<file path="src/rtl/iob_bus_arbiter.sv">
`default_nettype none
// ============================================================================
// Module      : iob_bus_arbiter
// Description : Two-master to one-slave arbiter for the IOb native interface.
//               Master 0 is the PicoRV32 instruction bus and master 1 is the
//               data bus. The shared slave port sees the granted master's
//               request combinationally. At most one read is outstanding,
//               and its response is steered back to the master that issued
//               it. Writes complete on acceptance and produce no response.
//
// Ports       : clk_i, rst_n_i (async active-low), cke_i (clock enable)
//               m0_* / m1_* : master request (avalid/addr/wdata/wstrb in,
//                             rdata/rvalid/ready out)
//               s_*         : slave request out, response/ready in
//
// Option      : IOB_BUS_ARBITER_ROUND_ROBIN_EN
//               undefined -> fixed priority, master 1 over master 0
//               defined   -> contended grants alternate, tracked by a
//                            last-grant register
//
// Revision    : 1.0 - initial release
// ============================================================================
module iob_bus_arbiter #(
    parameter int ADDR_W = 32,
    parameter int DATA_W = 32
) (
    input  logic                clk_i,
    input  logic                rst_n_i,
    input  logic                cke_i,

    input  logic                m0_avalid_i,
    input  logic [ADDR_W-1:0]   m0_addr_i,
    input  logic [DATA_W-1:0]   m0_wdata_i,
    input  logic [DATA_W/8-1:0] m0_wstrb_i,
    output logic [DATA_W-1:0]   m0_rdata_o,
    output logic                m0_rvalid_o,
    output logic                m0_ready_o,

    input  logic                m1_avalid_i,
    input  logic [ADDR_W-1:0]   m1_addr_i,
    input  logic [DATA_W-1:0]   m1_wdata_i,
    input  logic [DATA_W/8-1:0] m1_wstrb_i,
    output logic [DATA_W-1:0]   m1_rdata_o,
    output logic                m1_rvalid_o,
    output logic                m1_ready_o,

    output logic                s_avalid_o,
    output logic [ADDR_W-1:0]   s_addr_o,
    output logic [DATA_W-1:0]   s_wdata_o,
    output logic [DATA_W/8-1:0] s_wstrb_o,
    input  logic [DATA_W-1:0]   s_rdata_i,
    input  logic                s_rvalid_i,
    input  logic                s_ready_i
);

    localparam int STRB_W = DATA_W / 8;

    typedef enum logic [0:0] {
        ST_IDLE    = 1'b0,
        ST_RD_WAIT = 1'b1
    } state_t;

    state_t r_state;
    state_t w_state_next;
    logic   r_owner;
    logic   w_owner_next;

    logic   w_en;
    logic   w_idle;
    logic   w_any_req;
    logic   w_gnt;
    logic   w_gnt_avalid;
    logic   w_gnt_is_read;
    logic   w_accept;
    logic   w_rsp;

    // Outputs are also gated by the reset pin so that the request path is
    // quiet while reset is held, not only after the first clock edge.
    assign w_en      = cke_i & rst_n_i;
    assign w_idle    = (r_state == ST_IDLE);
    assign w_any_req = m0_avalid_i | m1_avalid_i;

    // ------------------------------------------------------------------------
    // Grant selection
    // ------------------------------------------------------------------------
`ifdef IOB_BUS_ARBITER_ROUND_ROBIN_EN
    logic r_last_grant;
    logic w_last_grant_next;

    // Under contention, hand the bus to whoever was not served last;
    // a lone requester always wins.
    always_comb begin
        w_gnt = m1_avalid_i;
        if (m0_avalid_i && m1_avalid_i) begin
            w_gnt = ~r_last_grant;
        end
    end

    always_comb begin
        w_last_grant_next = r_last_grant;
        if (w_accept) begin
            w_last_grant_next = w_gnt;
        end
    end

    always_ff @(posedge clk_i or negedge rst_n_i) begin
        if (!rst_n_i) begin
            r_last_grant <= 1'b1;
        end else if (cke_i) begin
            r_last_grant <= w_last_grant_next;
        end
    end
`else
    // Fixed priority: the data bus (master 1) wins whenever it requests.
    // With no requester this resolves to master 0.
    assign w_gnt = m1_avalid_i;
`endif

    assign w_gnt_avalid  = w_gnt ? m1_avalid_i : m0_avalid_i;
    assign w_gnt_is_read = w_gnt ? (m1_wstrb_i == '0) : (m0_wstrb_i == '0);

    // ------------------------------------------------------------------------
    // Slave request path (purely combinational)
    // ------------------------------------------------------------------------
    assign s_avalid_o = w_idle & w_gnt_avalid & w_en;

    always_comb begin
        s_addr_o  = '0;
        s_wdata_o = '0;
        s_wstrb_o = {STRB_W{1'b0}};
        if (w_idle && w_any_req) begin
            if (w_gnt) begin
                s_addr_o  = m1_addr_i;
                s_wdata_o = m1_wdata_i;
                s_wstrb_o = m1_wstrb_i;
            end else begin
                s_addr_o  = m0_addr_i;
                s_wdata_o = m0_wdata_i;
                s_wstrb_o = m0_wstrb_i;
            end
        end
    end

    assign m0_ready_o = s_ready_i & ~w_gnt & w_idle & w_en;
    assign m1_ready_o = s_ready_i &  w_gnt & w_idle & w_en;

    assign w_accept = s_avalid_o & s_ready_i;

    // ------------------------------------------------------------------------
    // Response path: data is broadcast, only the owner sees rvalid. Responses
    // arriving in IDLE (stray, or left over from a read abandoned by reset)
    // are discarded because no owner is waiting for them.
    // ------------------------------------------------------------------------
    assign w_rsp = (r_state == ST_RD_WAIT) & s_rvalid_i & w_en;

    assign m0_rdata_o  = s_rdata_i;
    assign m1_rdata_o  = s_rdata_i;
    assign m0_rvalid_o = w_rsp & ~r_owner;
    assign m1_rvalid_o = w_rsp &  r_owner;

    // ------------------------------------------------------------------------
    // State machine
    // ------------------------------------------------------------------------
    always_comb begin
        w_state_next = r_state;
        w_owner_next = r_owner;
        case (r_state)
            ST_IDLE: begin
                // Writes leave us in IDLE so the next grant can follow
                // immediately; reads park the arbiter until the response.
                if (w_accept && w_gnt_is_read) begin
                    w_state_next = ST_RD_WAIT;
                    w_owner_next = w_gnt;
                end
            end
            ST_RD_WAIT: begin
                // Returning to IDLE here (rather than granting in the same
                // cycle) produces the one-cycle bubble after every read.
                if (w_rsp) begin
                    w_state_next = ST_IDLE;
                end
            end
            default: begin
                w_state_next = ST_IDLE;
            end
        endcase
    end

    always_ff @(posedge clk_i or negedge rst_n_i) begin
        if (!rst_n_i) begin
            r_state <= ST_IDLE;
            r_owner <= 1'b0;
        end else if (cke_i) begin
            r_state <= w_state_next;
            r_owner <= w_owner_next;
        end
    end

endmodule
`default_nettype wire

</file>
<file path="config.mk">
export PLATFORM = sky130hd
export DESIGN_NAME = iob_bus_arbiter
export DESIGN_NICKNAME = d
export VERILOG_FILES = /design/src/rtl/iob_bus_arbiter.sv
export SDC_FILE = /design/constraint.sdc
export NUM_CORES = 1
export LEC_CHECK = 0
export CAP_MARGIN = 20
export CORE_AREA = 8 8 114 116
export DETAILED_ROUTE_END_ITERATION = 12
export DIE_AREA = 0 0 122 124
export GPL_ROUTABILITY_DRIVEN = 1
export HOLD_SLACK_MARGIN = 0.1
export PLACE_DENSITY = 0.68
export REMOVE_ABC_BUFFERS = 1
export SLEW_MARGIN = 10
export SYNTH_ARGS = -nofsm -noshare
export SYNTH_HDL_FRONTEND = slang
export SYNTH_SLANG_ARGS = --single-unit
</file>
<file path="constraint.sdc">
create_clock -name clk_i -period 1.4 [get_ports clk_i]
set_input_delay 0.28 -clock clk_i [delete_from_list [all_inputs] [get_ports clk_i]]
set_output_delay 0.28 -clock clk_i [all_outputs]
set_load 0.005 [all_outputs]
</file>
-- Yosys cells after proc, flatten, opt, wreduce, memory -nomap -nowiden
Cells that the tools add are included.
- output and inout port bits: 137
- register bits after elaboration: 2
- input port bits: 175
- logic and storage cells: 36
- multiplexer cells: 11
- bitwise gates (word level): 18
- reductions and logical operators: 5
- operators with widths (cell ; count):
    two-way mux 32 bit ; 4
    bitwise AND 1 bit ; 14
    zero test 4 bit ; 2
    two-way mux 4 bit ; 2
    two-way mux 1 bit ; 4
    NOT 1 bit ; 3
    AND reduction 3 bit ; 1
    logical AND 1 bit ; 2
    one-hot mux 1 bit (2 select lines) ; 1
    OR 1 bit ; 1

-- Logic depth before layout (Yosys ltp)
Gate-level depths: netlist (run 1).
- depth after elaboration: 7
- mapped depth: 5
- depth with buffers taken out: 3

-- Worst setup path after synthesis (run 1)
Ideal clock, no wire load.
- path kind: register to output
- from: register r_state
- to: output s_wdata_o[21]
- data required time: 1.120 ns
- stages on the path, launching flop included: 6
- setup slack: 0.160 ns
- data arrival time: 0.960 ns
- path buffers: 2
- path through: dfrtp_1 > inv_1 > o21ai_4 > buf_4 > buf_6 > nor2_1
- word-level cells in the longest chain between the ends: 3
- RTL lines (what ; line ; text):
    start, declared ; 63 ; state_t r_state;
    start signal, assigned ; 194 ; r_state <= w_state_next;
    NOT 1 bit ; - ;
    logical AND 1 bit ; 131 ; if (w_idle && w_any_req) begin
    two-way mux 32 bit ; 131 ;
    end, declared ; 49 ; output logic [DATA_W-1:0] s_wdata_o,
Every way passes these cells.

-- Worst setup path after layout (run 1)
- from: register r_state
- to: output s_wdata_o[0]
The elaborated chain is that of the path after synthesis.

==> results.tsv, run 1 <==
metric	value	unit
gr usage total	0.154	
pin count of the biggest net entering global routing	22	
CP arrival	1420	ps
vias in the first global route	2658	
area growth from synthesis to layout	148	%
fin. max-slew vios	0	
fmax	0.589	GHz
Clock Skew	0.0320	ps
Final Hold Viols	0	
worst r2r dst	r_owner	
placer congestion estimate	0.781	
DRC	0	
Hold WC Path Type	in2reg	
failing checks	negative setup slack	
total gr overflow	0	
I/O Buffers	215	
routed vias/inst	4.19	
Syn Inst Count	235	
post-synthesis sequential area ratio	0.0296	
crit path from	r_state	
post-synthesis compound-gate area fraction	0.0251	
Synth top area share	0.408	
Final Cycle Share	1.21	
synthesized area	1690	um2
fin crit period	1700	ps
Placed Cells	528	
CP startpoint kind	register	
warning count from the yosys run	0	
most common cell after layout, fill and taps aside	clkdlybuf4s50_1	
Crit Path Max Fanout	8	
CTS tree	done	
# H-tree levels	1	
commonest non-fill, non-tap cells in the layout	clkdlybuf4s50_1, mux2i_1, buf_2, nor2_4, buf_6	
drt initial violations	69	
first-pass GRT wire length	17100	um
die height	124	um
Yosys reg bits	2	
post-route insts no fill	551	
FF-to-FF path depth	4	
Setup crit end	s_wdata_o[0]	
largest family of logic cells by synthesized area	multiplexers	
setup TNS	-12460	ps
row count	39	
core area	11200	um2
Antenna Nets Post-Route	0	
final net count	585	
Max Cap Violations	0	
crit end category	output port	
mux share of post-synthesis cell area	0.408	
# IOs	312	
hpwl dp	10200	um
Worst EP required	1120	ps
DR WL/cell	23.6	um
FILL cells	1156	
kind of critical path	reg2out	
WL final	13000	um
CTS max path bufs	2	
ant diodes	0	
fin util	0.376	
hold_ws	445	ps
layout cell share with drive strength beyond 1	0.451	
Sink Count	2	
Worst VDD drop	0.497	mV
XOR/XNOR share of the synthesized area	0	
Sequential Area	50.0	um2
post-synthesis cell type count	18	
leakage	1.86	nW
drt pass-1 iters	4	
die width	122	um
Vias	2307	
Syn Area/Cell	7.20	um2
Post-Synth Adder-Cell Area	0	
synth top area cells	mux2i_1, buf_4, nor2_1	
CTS Root Cell	clkbuf_16	
Multi-input gate area	1480	um2
worst-skew pair later-pin latency	220	ps
simple-gate share of the synthesized area	0.188	
PnR Total Power	2.16	mW
Clk pin slew, worst setup/hold paths	30	ps
status	finished with violations	
die area	15100	um2
FF-to-FF Start	r_state	
Worst-Margin Slew	378	ps
reg-to-reg slack, setup	230	ps
slew margin rel.	0.746	
Starting Density	0.151	
final setup fails	71	
setup ws final	-298	ps
leading area contributor after synthesis	mux2i_1	
RSZ-0062 raised after global routing	yes	
power per cell area	514	nW/um2
CTS Buf Count	3	
initial antenna violation count	0	
[stage by stage]
step,area [um2],worst slack [ps]
2_1_floorplan,1110,-177
3_5_place_dp,3590,-658
3_3_place_gp,3590,-670
6_report,4200,-298
5_1_grt,4200,-351
4_1_cts,3920,-288
[cell usage after synthesis]
cell type and count:
a31oi_1 1, a41oi_1 1, and2_1 2, and3_1 2, and4b_1 1, buf_2 5, buf_4 73, buf_6 1
dfrtp_1 2, inv_1 2, mux2i_1 69, nand2_1 1, nor2_1 69, nor3b_1 1, nor4_1 2, o21ai_0 1
o21ai_4 1, o22ai_1 1
[how the worst min path moves through the flow]
stage	slack (ps)	to	depth (start not counted)	start
6_report	450	r_owner	2	m0_avalid_i
3_3_place_gp	560	m1_rdata_o[24]	0	s_rdata_i[24]
2_1_floorplan	-20	r_owner	0	rst_n_i
4_1_cts	110	r_state	2	rst_n_i
3_5_place_dp	560	m1_rdata_o[24]	0	s_rdata_i[24]
5_1_grt	460	r_owner	2	m0_avalid_i
[power by group]
group / leakage (nW) / total (mW) / internal [mW] / switching, mW
clock network: 0.0370 / 0.431 / 0.364 / 0.0675
registers: 0.0272 / 0.0674 / 0.0635 / 0.00392
logic: 1.80 / 1.66 / 1.01 / 0.653
[cell families after synthesis]
family | Yosys count
AOI/OAI and AO/OA | 5
buffers and inverters | 81
DFF | 2
muxes | 69
and+or+nand+nor | 78
[sequential cells by signal, indices dropped and copies added (netlist names)]
signal and count:
r_state 1, r_owner 1
[what timing repair did]
item | in CTS | in global routing
gates cloned | 7 | 0
gates resized for setup | 381 | 83
hold endpoints to repair | 0 | 2
endpoints found under the setup margin | 73 | 73
hold buffers | 0 | 1
setup buffers | 14 | 1
pin swaps | 58 | 6
[worst max-delay path, stage by stage (launching register included)]
cell and delay (ps):
dfrtp_1 380, inv_2 90, o21ai_4 80, buf_12 170, buf_12 150, buf_6 110
nor2_1 80, buf_2 120
[final cells by class]
type / count / area share
timing repair buffer: 249 / 0.574
multi-input combinational: 152 / 0.352
tap: 143 / 0.0426
clock buffer: 3 / 0.0179
sequential: 2 / 0.0119
inverter: 2 / 0.00179
[per-layer routing]
| layer | wire [um] | global-route usage | vias to the layer above |
|---|---|---|---|
| met5 | 98 | 0.0526 | - |
| met4 | 42 | 0.0139 | 3 |
| met3 | 2020 | 0.108 | 9 |
| met2 | 5700 | 0.226 | 173 |
| met1 | 5130 | 0.182 | 1055 |
| li1 | - | - | 1067 |
No activity file was read; power rests on OpenSTA's default activity.
==> run 2: changes to the inputs <==
--- a/config.mk
+++ b/config.mk
@@ -13,7 +13,6 @@
 export HOLD_SLACK_MARGIN = 0.1
 export PLACE_DENSITY = 0.68
 export REMOVE_ABC_BUFFERS = 1
-export SLEW_MARGIN = 10
 export SYNTH_ARGS = -nofsm -noshare
 export SYNTH_HDL_FRONTEND = slang
 export SYNTH_SLANG_ARGS = --single-unit
==> results of run 2 <==
The final DEF is identical to that of run 1; final timing and power are the same.
